`src/rtl/tc_product_rescale_if.sv`:
```
// Valid/ready stream bundle for the product rescale stage: product in, rescaled result out.
interface tc_product_rescale_if #(
  parameter int unsigned OUT_W = 18
);
  logic             in_valid;
  logic             in_ready;
  logic [35:0]      in_prod;
  logic             out_valid;
  logic             out_ready;
  logic [OUT_W-1:0] out_data;
  logic             out_sat;

  // Rescale stage side
  modport slave (
    input  in_valid,
    input  in_prod,
    input  out_ready,
    output in_ready,
    output out_valid,
    output out_data,
    output out_sat
  );

  // Producer/consumer side
  modport master (
    output in_valid,
    output in_prod,
    output out_ready,
    input  in_ready,
    input  out_valid,
    input  out_data,
    input  out_sat
  );
endinterface

```
`src/rtl/tc_product_rescale.sv`:
```
// Rescales a 36-bit signed multiplier product: arithmetic right shift with round-half-up,
// saturation to OUT_W bits, 2-entry skid buffer on a valid/ready handshake, and a
// saturating count of clipped results accepted at the input.
module tc_product_rescale #(
  parameter int unsigned SHIFT = 10,
  parameter int unsigned OUT_W = 18,
  parameter int unsigned CNT_W = 16
) (
  input  logic                 ap_clk,
  input  logic                 ap_rst,
  tc_product_rescale_if.slave  bus,
  output logic [CNT_W-1:0]     sat_count
);

  localparam int unsigned ExtW = 37;
  // (1 << SHIFT) >> 1 is the rounding half-LSB, and collapses to zero when SHIFT is 0.
  localparam logic signed [ExtW-1:0] Half   = (37'sd1 <<< SHIFT) >>> 1;
  localparam logic signed [ExtW-1:0] SatMax = (37'sd1 <<< (OUT_W - 1)) - 37'sd1;
  localparam logic signed [ExtW-1:0] SatMin = -(37'sd1 <<< (OUT_W - 1));

  typedef enum logic [1:0] {
    StEmpty,
    StOne,
    StTwo
  } state_e;

  state_e            state_q, state_d;
  logic [OUT_W-1:0]  m_data_q, m_data_d;
  logic              m_sat_q, m_sat_d;
  logic [OUT_W-1:0]  s_data_q, s_data_d;
  logic              s_sat_q, s_sat_d;
  logic [CNT_W-1:0]  cnt_q, cnt_d;

  logic signed [ExtW-1:0] ext;
  logic signed [ExtW-1:0] rnd;
  logic [OUT_W-1:0]       new_data;
  logic                   new_sat;
  logic                   in_ready_int;
  logic                   out_valid_int;
  logic                   in_xfer;
  logic                   out_xfer;

  // Round-and-saturate of the incoming product; 37 bits leave headroom for the rounding add.
  always_comb begin
    ext = {bus.in_prod[35], bus.in_prod};
    rnd = (ext + Half) >>> SHIFT;
    new_data = rnd[OUT_W-1:0];
    new_sat  = 1'b0;
    if (rnd > SatMax) begin
      new_data = SatMax[OUT_W-1:0];
      new_sat  = 1'b1;
    end else if (rnd < SatMin) begin
      new_data = SatMin[OUT_W-1:0];
      new_sat  = 1'b1;
    end
  end

  // Handshake flags decode from registered state only, so in_ready never sees out_ready.
  always_comb begin
    in_ready_int  = (state_q != StTwo);
    out_valid_int = (state_q != StEmpty);
    in_xfer       = bus.in_valid & in_ready_int;
    out_xfer      = out_valid_int & bus.out_ready;
  end

  // Skid-buffer next state: M always drives the outputs, S absorbs one item of backpressure.
  always_comb begin
    state_d  = state_q;
    m_data_d = m_data_q;
    m_sat_d  = m_sat_q;
    s_data_d = s_data_q;
    s_sat_d  = s_sat_q;
    unique case (state_q)
      StEmpty: begin
        if (in_xfer) begin
          m_data_d = new_data;
          m_sat_d  = new_sat;
          state_d  = StOne;
        end
      end
      StOne: begin
        if (in_xfer && !out_xfer) begin
          s_data_d = new_data;
          s_sat_d  = new_sat;
          state_d  = StTwo;
        end else if (in_xfer && out_xfer) begin
          m_data_d = new_data;
          m_sat_d  = new_sat;
        end else if (out_xfer) begin
          state_d = StEmpty;
        end
      end
      StTwo: begin
        if (out_xfer) begin
          m_data_d = s_data_q;
          m_sat_d  = s_sat_q;
          s_data_d = '0;
          s_sat_d  = 1'b0;
          state_d  = StOne;
        end
      end
      default: state_d = StEmpty;
    endcase
  end

  // Saturation event counter sticks at all-ones instead of wrapping.
  always_comb begin
    cnt_d = cnt_q;
    if (in_xfer && new_sat && (cnt_q != {CNT_W{1'b1}})) begin
      cnt_d = cnt_q + CNT_W'(1);
    end
  end

  // State and data registers, cleared immediately by reset.
  always_ff @(posedge ap_clk or posedge ap_rst) begin
    if (ap_rst) begin
      state_q  <= StEmpty;
      m_data_q <= '0;
      m_sat_q  <= 1'b0;
      s_data_q <= '0;
      s_sat_q  <= 1'b0;
      cnt_q    <= '0;
    end else begin
      state_q  <= state_d;
      m_data_q <= m_data_d;
      m_sat_q  <= m_sat_d;
      s_data_q <= s_data_d;
      s_sat_q  <= s_sat_d;
      cnt_q    <= cnt_d;
    end
  end

  assign bus.in_ready  = in_ready_int;
  assign bus.out_valid = out_valid_int;
  assign bus.out_data  = m_data_q;
  assign bus.out_sat   = m_sat_q;
  assign sat_count     = cnt_q;

endmodule

```
`src/flat_wrapper.sv`:
```
// flat-port wrapper written by rule: the top's interface ports become plain ports
module tc_product_rescale_flat 
#(
  parameter int unsigned SHIFT = 10,
  parameter int unsigned OUT_W = 18,
  parameter int unsigned CNT_W = 16
)
  (ap_clk, ap_rst, sat_count, bus_in_valid, bus_in_prod, bus_out_ready, bus_in_ready, bus_out_valid, bus_out_data, bus_out_sat);
  tc_product_rescale_if #(.OUT_W(OUT_W)) bus_i ();
  input  logic ap_clk;
  input  logic ap_rst;
  output logic [CNT_W-1:0] sat_count;
  input wire logic [$bits(bus_i.in_valid)-1:0] bus_in_valid;
  input wire logic [$bits(bus_i.in_prod)-1:0] bus_in_prod;
  input wire logic [$bits(bus_i.out_ready)-1:0] bus_out_ready;
  output wire logic [$bits(bus_i.in_ready)-1:0] bus_in_ready;
  output wire logic [$bits(bus_i.out_valid)-1:0] bus_out_valid;
  output wire logic [$bits(bus_i.out_data)-1:0] bus_out_data;
  output wire logic [$bits(bus_i.out_sat)-1:0] bus_out_sat;
  assign bus_i.in_valid = bus_in_valid;
  assign bus_i.in_prod = bus_in_prod;
  assign bus_i.out_ready = bus_out_ready;
  assign bus_in_ready = bus_i.in_ready;
  assign bus_out_valid = bus_i.out_valid;
  assign bus_out_data = bus_i.out_data;
  assign bus_out_sat = bus_i.out_sat;
  tc_product_rescale #(.SHIFT(SHIFT), .OUT_W(OUT_W), .CNT_W(CNT_W)) u_core (.ap_clk(ap_clk), .ap_rst(ap_rst), .bus(bus_i), .sat_count(sat_count));
endmodule
```
`config.mk`:
```
export PLATFORM = sky130hd
export DESIGN_NAME = tc_product_rescale_flat
export DESIGN_NICKNAME = d
export VERILOG_FILES = /design/src/rtl/tc_product_rescale_if.sv /design/src/rtl/tc_product_rescale.sv /design/src/flat_wrapper.sv
export SDC_FILE = /design/constraint.sdc
export NUM_CORES = 1
export LEC_CHECK = 0
export ABC_AREA = 1
export BUFFER_PORTS_ARGS = -buffer_cell sky130_fd_sc_hd__buf_2
export CORE_MARGIN = 2
export CORE_UTILIZATION = 50
export DETAILED_ROUTE_END_ITERATION = 16
export GPL_ROUTABILITY_DRIVEN = 1
export HOLD_SLACK_MARGIN = 0.02
export PLACE_DENSITY = 0.87
export REMOVE_ABC_BUFFERS = 1
export SLEW_MARGIN = 25
export SYNTH_ARGS = -nofsm -noshare
export SYNTH_HDL_FRONTEND = slang
export SYNTH_SLANG_ARGS = --single-unit
```
`constraint.sdc`:
```
create_clock -name ap_clk -period 2.1 [get_ports ap_clk]
set_input_delay 0.105 -clock ap_clk [delete_from_list [all_inputs] [get_ports ap_clk]]
set_output_delay 0.105 -clock ap_clk [all_outputs]
set_load 0.05 [all_outputs]
```
==> results.py, run 1 <==
metrics = {
    "global_routing": {
        "grt_pass1_vias": 3885,
        "antenna_found_initial": 0,
        "track_usage_pct": 24.3,
        "grt_pass1_wl_mm": 17.0,
        "grt_max_degree": 57,
        "grt_overflow_total": 0,
    },
    "worst_setup_path": {
        "worst-r2r-setup-slack_ps": 170,
        "path_class": "reg -> reg",
        "start_kind": "register",
        "worstSetupEndpointType": "register",
        "rr_startpoint": "u_core.state_q[1]",
        "rr_worst_depth": 14,
        "crit_chain": "inv_2 -> ha_1 -> inv_1 -> nand2_1 -> inv_2 -> nor2_1 -> nor2_1 -> inv_1 -> nand2_1 -> nor2_4 -> clkinvlp_4 -> buf_4 -> nand2_1 -> o21ai_0",
        "cp.required_ps": 2320,
        "critPathArrivalTime_ps": 2150,
        "crit_path_max_fanout": 10,
        "path_buf_inv": 6,
        "max_stage_delay_ps": 440,
        "cpMostUsedCell": "nand2_1",
        "startpoint": "u_core.state_q[1]",
        "crit_family": "simple AND/OR/NAND/NOR gates",
        "worst_path_max_delay_cell": "dfrtp_1",
        "reg2reg_to": "u_core.s_sat_q",
    },
    "die": {
        "boundaryPins": 77,
        "dieArea_um2": 8640,
        "core_area_um2": 7690,
        "initial_core_util_pct": 51.4,
        "die_w_um": 92.9,
        "num_rows": 32,
        "fp.dieH_um": 92.9,
    },
    "power": {
        "p_per_area_nw_per_um2": 1260,
        "p_leak_uw": 0.00244,
        "combPwrFrac_pct": 58.7,
        "switchingPower_uw": 3010,
        "p_sw_share_pct": 50.6,
        "p_clk_share_pct": 10.9,
        "seqPwrFrac_pct": 30.4,
        "intPower_uw": 2930,
        "ir_worst_vdd_mv": 0.908,
    },
    "placement": {
        "gp_congestion": 0.925,
        "dp_hpwl_mm": 7.46,
        "dp_worst_setup_slack_ps": -27.7,
        "port_buffers": 67,
        "place_area_um2": 4510,
    },
    "drt": {
        "wl_met3_um": 731,
        "top_layer": "met4",
        "drc": 0,
        "viasPerCell": 5.11,
        "wire_per_inst_um": 13.0,
        "drtAntennaViolNets": 0,
        "drt_iter0_drc": 195,
        "routed_wl_mm": 9.84,
        "met2_length_mm": 4.90,
        "met1_length_mm": 4.15,
        "firstDrtPassIters": 5,
        "vias": 3885,
    },
    "timing": {
        "final-setup-viol-count": 0,
        "tightest_slew_ps": 707,
        "rsz0062_at_grt": "false",
        "fin_ws_ps": 167,
        "min_period_over_period_pct": 92.1,
        "slew_violations": 0,
        "finClkSkew_ps": 13.3,
        "fmax_mhz": 517,
        "final_hold_viol_count": 0,
        "maxSlewHeadroom_pct": 52.9,
        "period_minus_slack_ps": 1930,
    },
    "min_path": {
        "hp-start": "bus_in_prod[19]",
        "worstHoldEndpoint": "u_core.s_data_q[9]",
        "worstHoldPathType": "in -> reg",
        "hold_depth": 6,
    },
    "logic_synthesis": {
        "synth_common_cells": "nand2_1 (214), dfrtp_1 (56), nand3_1 (52), inv_1 (49), nor2_1 (45)",
        "syn_inst": 574,
        "synthMostInstantiatedCell": "nand2_1",
        "yosysSeqAreaShare_pct": 35.4,
        "synth_area_per_cell_um2": 6.89,
        "syn_area_um2": 3950,
        "synth_top_area_share_pct": 35.4,
        "async_flop_share_pct": 100,
        "ys_seq_elements": 56,
        "synth_edf_count": 0,
        "ys_warn_count": 0,
        "ys_types": 34,
        "synth_area_leader_cell": "dfrtp_1",
        "synth_flop_cell": "dfrtp_1",
        "synth_area_leaders": "dfrtp_1 (35%), nand2_1 (20%), nand3_1 (6.6%)",
    },
    "clock_tree": {
        "clock_sinks": 56,
        "clock_latency_ps": 330,
        "root_buffer": "clkbuf_8",
        "cts_tree": "yes",
        "cts_max_level": 2,
        "cts_max_path_buffers": 2,
        "cts_buffers": 5,
        "clk_pin_slew_ps": 110,
    },
    "layout": {
        "area_growth_pct": 18.8,
        "design_area_um2": 4700,
        "drive_gt1_share_pct": 25.2,
        "nets": 703,
        "num_antenna_cells": 0,
        "fin_util_pct": 61.1,
    },
    "outcome": {
        "status": "finished clean",
    },
    "run": {
        "cap_violations": 0,
    },
}
[worst min-delay path, stage by stage]
cell and delay [ps]:
buf_2 120, xor2_1 90, nand3_2 80, nand2_1 40, nand2_1 50, nand2_1 50
[cells by family after synthesis]
| family | Yosys count | share of synthesized area (%) |
|---|---|---|
| AOI/OAI and AO/OA | 37 | 5.32 |
| xor gates and xnor gates | 30 | 6.65 |
| adders and majority gates | 6 | 1.90 |
| buffers and inverters | 69 | 7.44 |
| DFF | 56 | 35.4 |
| and+or+nand+nor | 376 | 43.3 |
[state kept, by name, summed over array words and instances (netlist names)]
| name | flops |
|---|---|
| u_core.s_sat_q | 1 |
| u_core.s_data_q | 18 |
| u_core.bus.out_sat | 1 |
| u_core.state_q | 2 |
| u_core.sat_count | 16 |
| u_core.bus.out_data | 18 |
[cell usage in the layout (no fill, tap or decap), types with 6 or more instances in the layout]
cell type | synthesis | layout
nand2_1 | 214 | 214
buf_2 | 4 | 67
dfrtp_1 | 56 | 56
nand3_1 | 52 | 52
inv_1 | 49 | 44
nor2_1 | 45 | 42
a21oi_1 | 23 | 22
buf_4 | 2 | 21
or2_2 | 18 | 18
xnor2_1 | 16 | 16
xor2_1 | 14 | 14
nand3_2 | 11 | 11
nor2_2 | 7 | 8
inv_2 | 1 | 6
clkbuf_8 | 0 | 6
[stage by stage]
stage | TNS (ps) | total power, uW | cells | hold slack [ps]
after CTS | 0 | 5760 | 754 | 222
after detailed placement | -87.2 | 5110 | 745 | 334
final | 0 | 5940 | 760 | 229
after global placement | 0 | 4970 | 745 | 329
after global routing | 0 | 6420 | 760 | 246
after floorplan | -43930 | 4180 | 556 | 398
[power groups by stage]
stage	Sequential, uW	Clock (uW)	Combinational, uW
floorplan	2580	0	1590
global placement	1790	0	3180
detailed placement	1820	0	3280
CTS	1810	660	3290
global route	1860	707	3860
finish	1810	649	3490
[metal layers]
layer	GRT usage, %	vias to the layer above
li1	-	1961
met1	29.6	1790
met2	44.0	126
met3	5.13	8
met4	5.27	0
met5	0	-
[what timing repair did]
item | in CTS | in global routing
buffers inserted | 0 | 5
gates cloned | 0 | 1
hold endpoints to repair | 56 | 0
hold buffers | 1 | 0
resized for setup | 1 | 17
pin swaps | 0 | 3
setup endpoints to repair | 7 | 54
[cell type report]
class | count | area, um2
clock inverters | 2 | 17.5
repair inverters | 1 | 7.51
clock buffers | 6 | 82.6
repair buffers | 93 | 574
multi-input cells | 449 | 2290
flip-flops and latches | 56 | 1400
fillers | 711 | 2990
well taps | 102 | 128
inverters | 51 | 195
[worst max path at each step]
stage | slack (ps) | depth (start not counted) | to
floorplan | -1050 | 12 | u_core.bus.out_data[10]
global placement | 90 | 16 | u_core.bus.out_data[16]
detailed placement | -30 | 12 | u_core.s_data_q[17]
CTS | 0.9 | 13 | u_core.bus.out_data[2]
global route | 8 | 13 | u_core.bus.out_data[12]
finish | 170 | 14 | u_core.s_sat_q
Power figures use the tool's default switching activity.
==> inputs of run 2 (changes only) <==
Settings changed: BUFFER_PORTS_ARGS -buffer_cell sky130_fd_sc_hd__buf_2 to -buffer_cell sky130_fd_sc_hd__buf_4.
==> run 2 against run 1 <==
  * Total power is 4.3% higher
  * Hold slack worse by 5.9 ps
  * Via count down 0.15%
  * Final area up 4.6%
  * Critical path type is now reg -> out
  * Critical endpoint is now bus_in_ready
  * Largest cell class unchanged
==> results.py, run 2 (synthesis gave the netlist of run 1 again) <==
metrics = {
    "worst_setup_path": {
        "startpoint": "u_core.state_q[0]",
        "worst_path_max_delay_cell": "dfrtp_1",
        "rr_startpoint": "u_core.state_q[1]",
        "cpMostUsedCell": "buf_4",
        "crit_family": "buffers and inverters",
        "worstSetupEndpointType": "output pin",
        "start_kind": "register",
        "path_buf_inv": 6,
        "max_stage_delay_ps": 410,
        "path_class": "reg -> out",
        "cp.required_ps": 2000,
        "crit_chain": "inv_1 -> ha_2 -> buf_8 -> inv_1 -> buf_4 -> buf_4 -> buf_4",
        "crit_path_max_fanout": 21,
        "critPathArrivalTime_ps": 1910,
    },
    "die": {
        "initial_core_util_pct": 51.4,
        "num_rows": 32,
        "boundaryPins": 77,
        "die_w_um": 92.9,
        "dieArea_um2": 8640,
        "fp.dieH_um": 92.9,
        "core_area_um2": 7690,
    },
    "global_routing": {
        "grt_max_degree": 31,
        "grt_pass1_wl_mm": 16.5,
        "track_usage_pct": 23.8,
        "grt_overflow_total": 0,
        "antenna_found_initial": 0,
        "grt_pass1_vias": 3724,
    },
    "placement": {
        "gp_congestion": 0.922,
        "dp_hpwl_mm": 7.63,
        "port_buffers": 67,
        "place_area_um2": 4670,
    },
    "layout": {
        "seq_area_um2": 1400,
        "nets": 708,
        "num_antenna_cells": 0,
        "final_cell_mix": "nand2_1 (214), buf_4 (92), dfrtp_1 (56)",
        "fillers": 687,
        "drive_gt1_share_pct": 26.0,
        "area_growth_pct": 24.2,
        "design_area_um2": 4910,
        "final_common_cell": "nand2_1",
        "multi_input_area_um2": 2310,
    },
    "drt": {
        "wire_per_inst_um": 13.1,
        "vias": 3879,
        "viasPerCell": 5.08,
        "drtAntennaViolNets": 0,
        "firstDrtPassIters": 4,
        "drc": 0,
        "drt_iter0_drc": 154,
        "routed_wl_mm": 10.0,
    },
    "power": {
        "p_leak_uw": 0.00251,
        "intPower_uw": 3150,
        "seqPwrFrac_pct": 29.2,
        "ir_worst_vdd_mv": 0.796,
        "p_sw_share_pct": 49.1,
        "p_total_uw": 6200,
        "switchingPower_uw": 3040,
        "p_clk_share_pct": 9.2,
        "p_per_area_nw_per_um2": 1260,
        "combPwrFrac_pct": 61.6,
    },
    "timing": {
        "tightest_slew_ps": 614,
        "slew_violations": 0,
        "period_minus_slack_ps": 2020,
        "fmax_mhz": 495,
        "final_hold_viol_count": 0,
        "totalNegativeSetupSlack_ps": 0,
        "finClkSkew_ps": 5.24,
        "final-setup-viol-count": 0,
        "maxSlewHeadroom_pct": 59.0,
        "min_period_over_period_pct": 96.2,
        "rsz0062_at_grt": "true",
    },
    "min_path": {
        "hp-start": "bus_in_prod[22]",
        "worstHoldPathType": "in -> reg",
    },
    "clock_tree": {
        "clock_sinks": 56,
        "root_buffer": "clkbuf_8",
        "clock_latency_ps": 310,
        "cts_tree": "yes",
        "cts_max_level": 2,
        "cts_max_path_buffers": 2,
        "cts_buffers": 5,
        "clk_pin_slew_ps": 100,
    },
    "run": {
        "cap_violations": 0,
    },
    "outcome": {
        "status": "finished clean",
    },
}
run 2: cell type report:
cell class / count / share of cell area (%)
inverters: 51 / 3.97
flip-flops and latches: 56 / 28.5
repair buffers: 98 / 16.1
well taps: 102 / 2.60
clock buffers: 5 / 1.40
repair inverters: 1 / 0.153
clock inverters: 2 / 0.255
multi-input cells: 449 / 47.0
run 2: worst paths after layout:
kind	endpoint	slack, ps	depth (start not counted)
worst max-delay path	bus_in_ready	80	7
worst min-delay path	u_core.s_data_q[12]	220	6
worst max register to register	u_core.s_data_q[8]	100	13
worst min register to register	u_core.s_data_q[5]	490	2
max in group asynchronous	u_core.bus.out_data[16]	1040	4
min in group asynchronous	u_core.sat_count[1]	420	3
run 2: power groups by stage:
stage	Clock, uW	Sequential (uW)	Combinational, uW
floorplan	0	2580	1590
global placement	0	1800	3380
detailed placement	0	1830	3490
CTS	579	1810	3660
global route	626	1860	4160
finish	568	1810	3820
run 2: routing by layer:
| metal | GRT usage, % | up-vias | share of wire [%] |
|---|---|---|---|
| met5 | 0 | - | 0 |
| li1 | - | 1967 | - |
| met3 | 3.99 | 14 | 5.8 |
| met4 | 6.25 | 0 | 1.6 |
| met1 | 29.9 | 1790 | 43 |
| met2 | 42.3 | 108 | 49 |
run 2: metrics by stage:
step	worst slack (ps)	util (%)	hold slack [ps]	std cells
floorplan	-1050	-	398	556
detailed placement	-74.0	60.8	223	745
global route	-49.1	63.9	245	764
finish	80.2	63.9	223	764
CTS	4.62	62.6	214	758
global placement	65.4	60.8	210	745
run 2: worst reg2reg max path: stages (launching register included):
cell	delay, ps
dfrtp_1	430
inv_1	100
ha_1	170
inv_1	50
nand2_1	100
inv_2	70
nor2_1	140
nor2_1	60
inv_1	70
nand2_1	80
nor2_4	200
clkinvlp_4	130
buf_4	170
o21ai_0	160
run 2: timing repair:
| item | 4_1_cts | 5_1_grt |
|---|---|---|
| hold endpoints to repair | 28 | 0 |
| hold buffers | 1 | 0 |
| cloned | 1 | 0 |
| pin swaps | 0 | 4 |
| endpoints found under the setup margin | 12 | 55 |
| resized for setup | 4 | 18 |
| setup buffers | 4 | 6 |
==> inputs of run 3 (changes only) <==
Settings changed: CTS_BUF_LIST set to sky130_fd_sc_hd__clkbuf_8 sky130_fd_sc_hd__clkbuf_16, PLACE_DENSITY 0.87 to 0.84.
Clock period 2.1 ns to 1.9 ns, I/O delays scaled along.
==> run 3 against run 2 <==
  * Critical endpoint is now u_core.bus.out_sat
  * Total power up 25%
  * Non-clock buffer count up 25
  * Via count rose by 5.7%
  * Clock power rose by 15%
  * Flip-flop and latch count stayed put
  * Global-route usage grew 1.5 points
  * Setup slack lost 260 ps
  * Clock skew is 4.1 ps higher
  * Register-to-register slack lost 280 ps
  * The run now ends with setup timing left
  * Utilization up 5.4 points
  * Highest routed layer unchanged
  * Count of clock-buffer cells in the layout did not move
==> results.py, run 3 (synthesis gave the netlist of run 1 again) <==
metrics = {
    "layout": {
        "final_common_cell": "nand2_1",
        "drive_gt1_share_pct": 33.6,
        "num_antenna_cells": 0,
        "fillers": 634,
        "nets": 732,
        "fin_util_pct": 69.3,
        "area_growth_pct": 34.7,
        "final_cell_mix": "nand2_1 (201), buf_4 (107), dfrtp_1 (56)",
        "design_area_um2": 5330,
        "seq_area_um2": 1400,
        "multi_input_area_um2": 2410,
    },
    "drt": {
        "vias": 4100,
        "drtAntennaViolNets": 0,
        "routed_wl_mm": 11.3,
        "viasPerCell": 5.20,
        "firstDrtPassIters": 5,
        "drt_iter0_drc": 210,
        "drc": 0,
        "wire_per_inst_um": 14.4,
    },
    "placement": {
        "gp_congestion": 0.947,
        "place_area_um2": 4860,
        "port_buffers": 67,
        "dp_hpwl_mm": 8.12,
    },
    "power": {
        "p_sw_share_pct": 48.0,
        "p_leak_uw": 0.00271,
        "p_clk_share_pct": 8.4,
        "seqPwrFrac_pct": 26.1,
        "p_per_area_nw_per_um2": 1460,
        "intPower_uw": 4030,
        "combPwrFrac_pct": 65.5,
        "ir_worst_vdd_mv": 1.12,
        "switchingPower_uw": 3730,
    },
    "die": {
        "dieArea_um2": 8640,
        "initial_core_util_pct": 51.4,
        "num_rows": 32,
        "die_w_um": 92.9,
        "core_area_um2": 7690,
        "fp.dieH_um": 92.9,
        "boundaryPins": 77,
    },
    "worst_setup_path": {
        "cpMostUsedCell": "inv_2",
        "cp-endpoint": "u_core.bus.out_sat",
        "crit_path_max_fanout": 4,
        "worst_path_max_delay_cell": "dfrtp_1",
        "rr_startpoint": "u_core.state_q[1]",
        "worst-r2r-setup-slack_ps": -180,
        "cp.required_ps": 2090,
        "reg2reg_to": "u_core.bus.out_sat",
        "critPathArrivalTime_ps": 2270,
        "max_stage_delay_ps": 400,
        "start_kind": "register",
        "startpoint": "u_core.state_q[1]",
        "path_class": "reg -> reg",
        "crit_chain": "inv_2 -> ha_4 -> inv_2 -> nand2_2 -> inv_2 -> a21oi_2 -> nor3_2 -> bufinv_8 -> buf_4 -> buf_6 -> a21oi_1 -> a21boi_0",
        "rr_worst_depth": 12,
        "worstSetupEndpointType": "register",
    },
    "outcome": {
        "status": "finished with violations",
        "violations": "setup timing",
    },
    "run": {
        "cap_violations": 0,
    },
    "clock_tree": {
        "cts_max_level": 2,
        "clock_latency_ps": 310,
        "clk_pin_slew_ps": 100,
        "root_buffer": "clkbuf_8",
        "cts_buffers": 5,
        "cts_tree": "yes",
        "cts_max_path_buffers": 2,
        "clock_sinks": 56,
    },
    "timing": {
        "slew_violations": 0,
        "fin_ws_ps": -180,
        "min_period_over_period_pct": 109,
        "final_hold_viol_count": 0,
        "period_minus_slack_ps": 2080,
        "rsz0062_at_grt": "true",
        "maxSlewHeadroom_pct": 53.7,
        "finClkSkew_ps": 9.31,
        "tightest_slew_ps": 695,
        "final-setup-viol-count": 20,
        "fmax_mhz": 481,
    },
    "global_routing": {
        "grt_max_degree": 57,
        "track_usage_pct": 25.3,
        "grt_pass1_wl_mm": 17.5,
        "antenna_found_initial": 0,
        "grt_overflow_total": 0,
        "grt_pass1_vias": 3906,
    },
    "min_path": {
        "worstHoldPathType": "in -> reg",
    },
}
-- run 3: cell count changes in the layout (fill, tap and decap cells not counted), moves of 9 or more --
cell     before  now
nand2_1     214  201
a21oi_2       2   11
nand2_2       5   18
a21oi_1      21   12
buf_4        92  107
-- run 3: layout make-up --
class / instances / area share [%]
clock buffer: 5 / 1.29
clock inverter: 3 / 0.376
inverter: 51 / 3.90
multi-input combinational: 449 / 45.3
sequential: 56 / 26.3
tap: 102 / 2.40
timing repair buffer: 123 / 20.4
-- run 3: what timing repair did --
item	CTS	global route
pin swaps	1	16
hold buffers	1	0
setup buffers	0	6
resized for setup	19	48
endpoints found under the setup margin	51	56
cloned	0	5
endpoints found under the hold margin	56	0
-- run 3: worst min path at each step --
stage,startpoint,cells past startpoint,end
after global routing,bus_in_prod[22],6,u_core.s_data_q[12]
final,bus_in_prod[22],6,u_core.s_data_q[12]
after detailed placement,ap_rst,3,u_core.sat_count[0]
after CTS,bus_in_prod[22],6,u_core.s_data_q[12]
after global placement,ap_rst,3,u_core.sat_count[0]
after floorplan,bus_in_prod[20],5,u_core.s_data_q[10]
-- run 3: layer usage --
layer  GRT usage (%)  share of wire (%)
met1            30.5                 41
met2            47.2                 51
met3            3.82                5.8
met4            5.76                2.1
met5               0                  0
-- run 3: worst max-delay path: cells and delay by family, from the launching register on --
kind                       cells  cell delay, ps
and+or+nand+nor                2             330
DFF                            1             400
adders and majority gates      1             170
AOI/OAI and AO/OA              3             330
buffers and inverters          6             730
-- run 3: power groups by stage --
| stage | registers, uW | clock network [uW] | logic [uW] |
|---|---|---|---|
| 2_1_floorplan | 2850 | 0 | 1760 |
| 3_3_place_gp | 1970 | 0 | 3910 |
| 3_5_place_dp | 2000 | 0 | 4060 |
| 4_1_cts | 1990 | 665 | 4190 |
| 5_1_grt | 2070 | 709 | 5450 |
| 6_report | 2020 | 651 | 5090 |
-- run 3: per-stage QoR --
stage          power (uW)  hold WS [ps]  TNS, ps  setup WS [ps]  instances
4_1_cts              6850           198    -9.49          -9.49        778
2_1_floorplan        4610           388   -54730          -1250        556
3_3_place_gp         5890           331     -140          -19.3        769
3_5_place_dp         6060           339    -3090           -141        769
6_report             7760           192    -1610           -180        789
5_1_grt              8230           200    -5420           -252        789
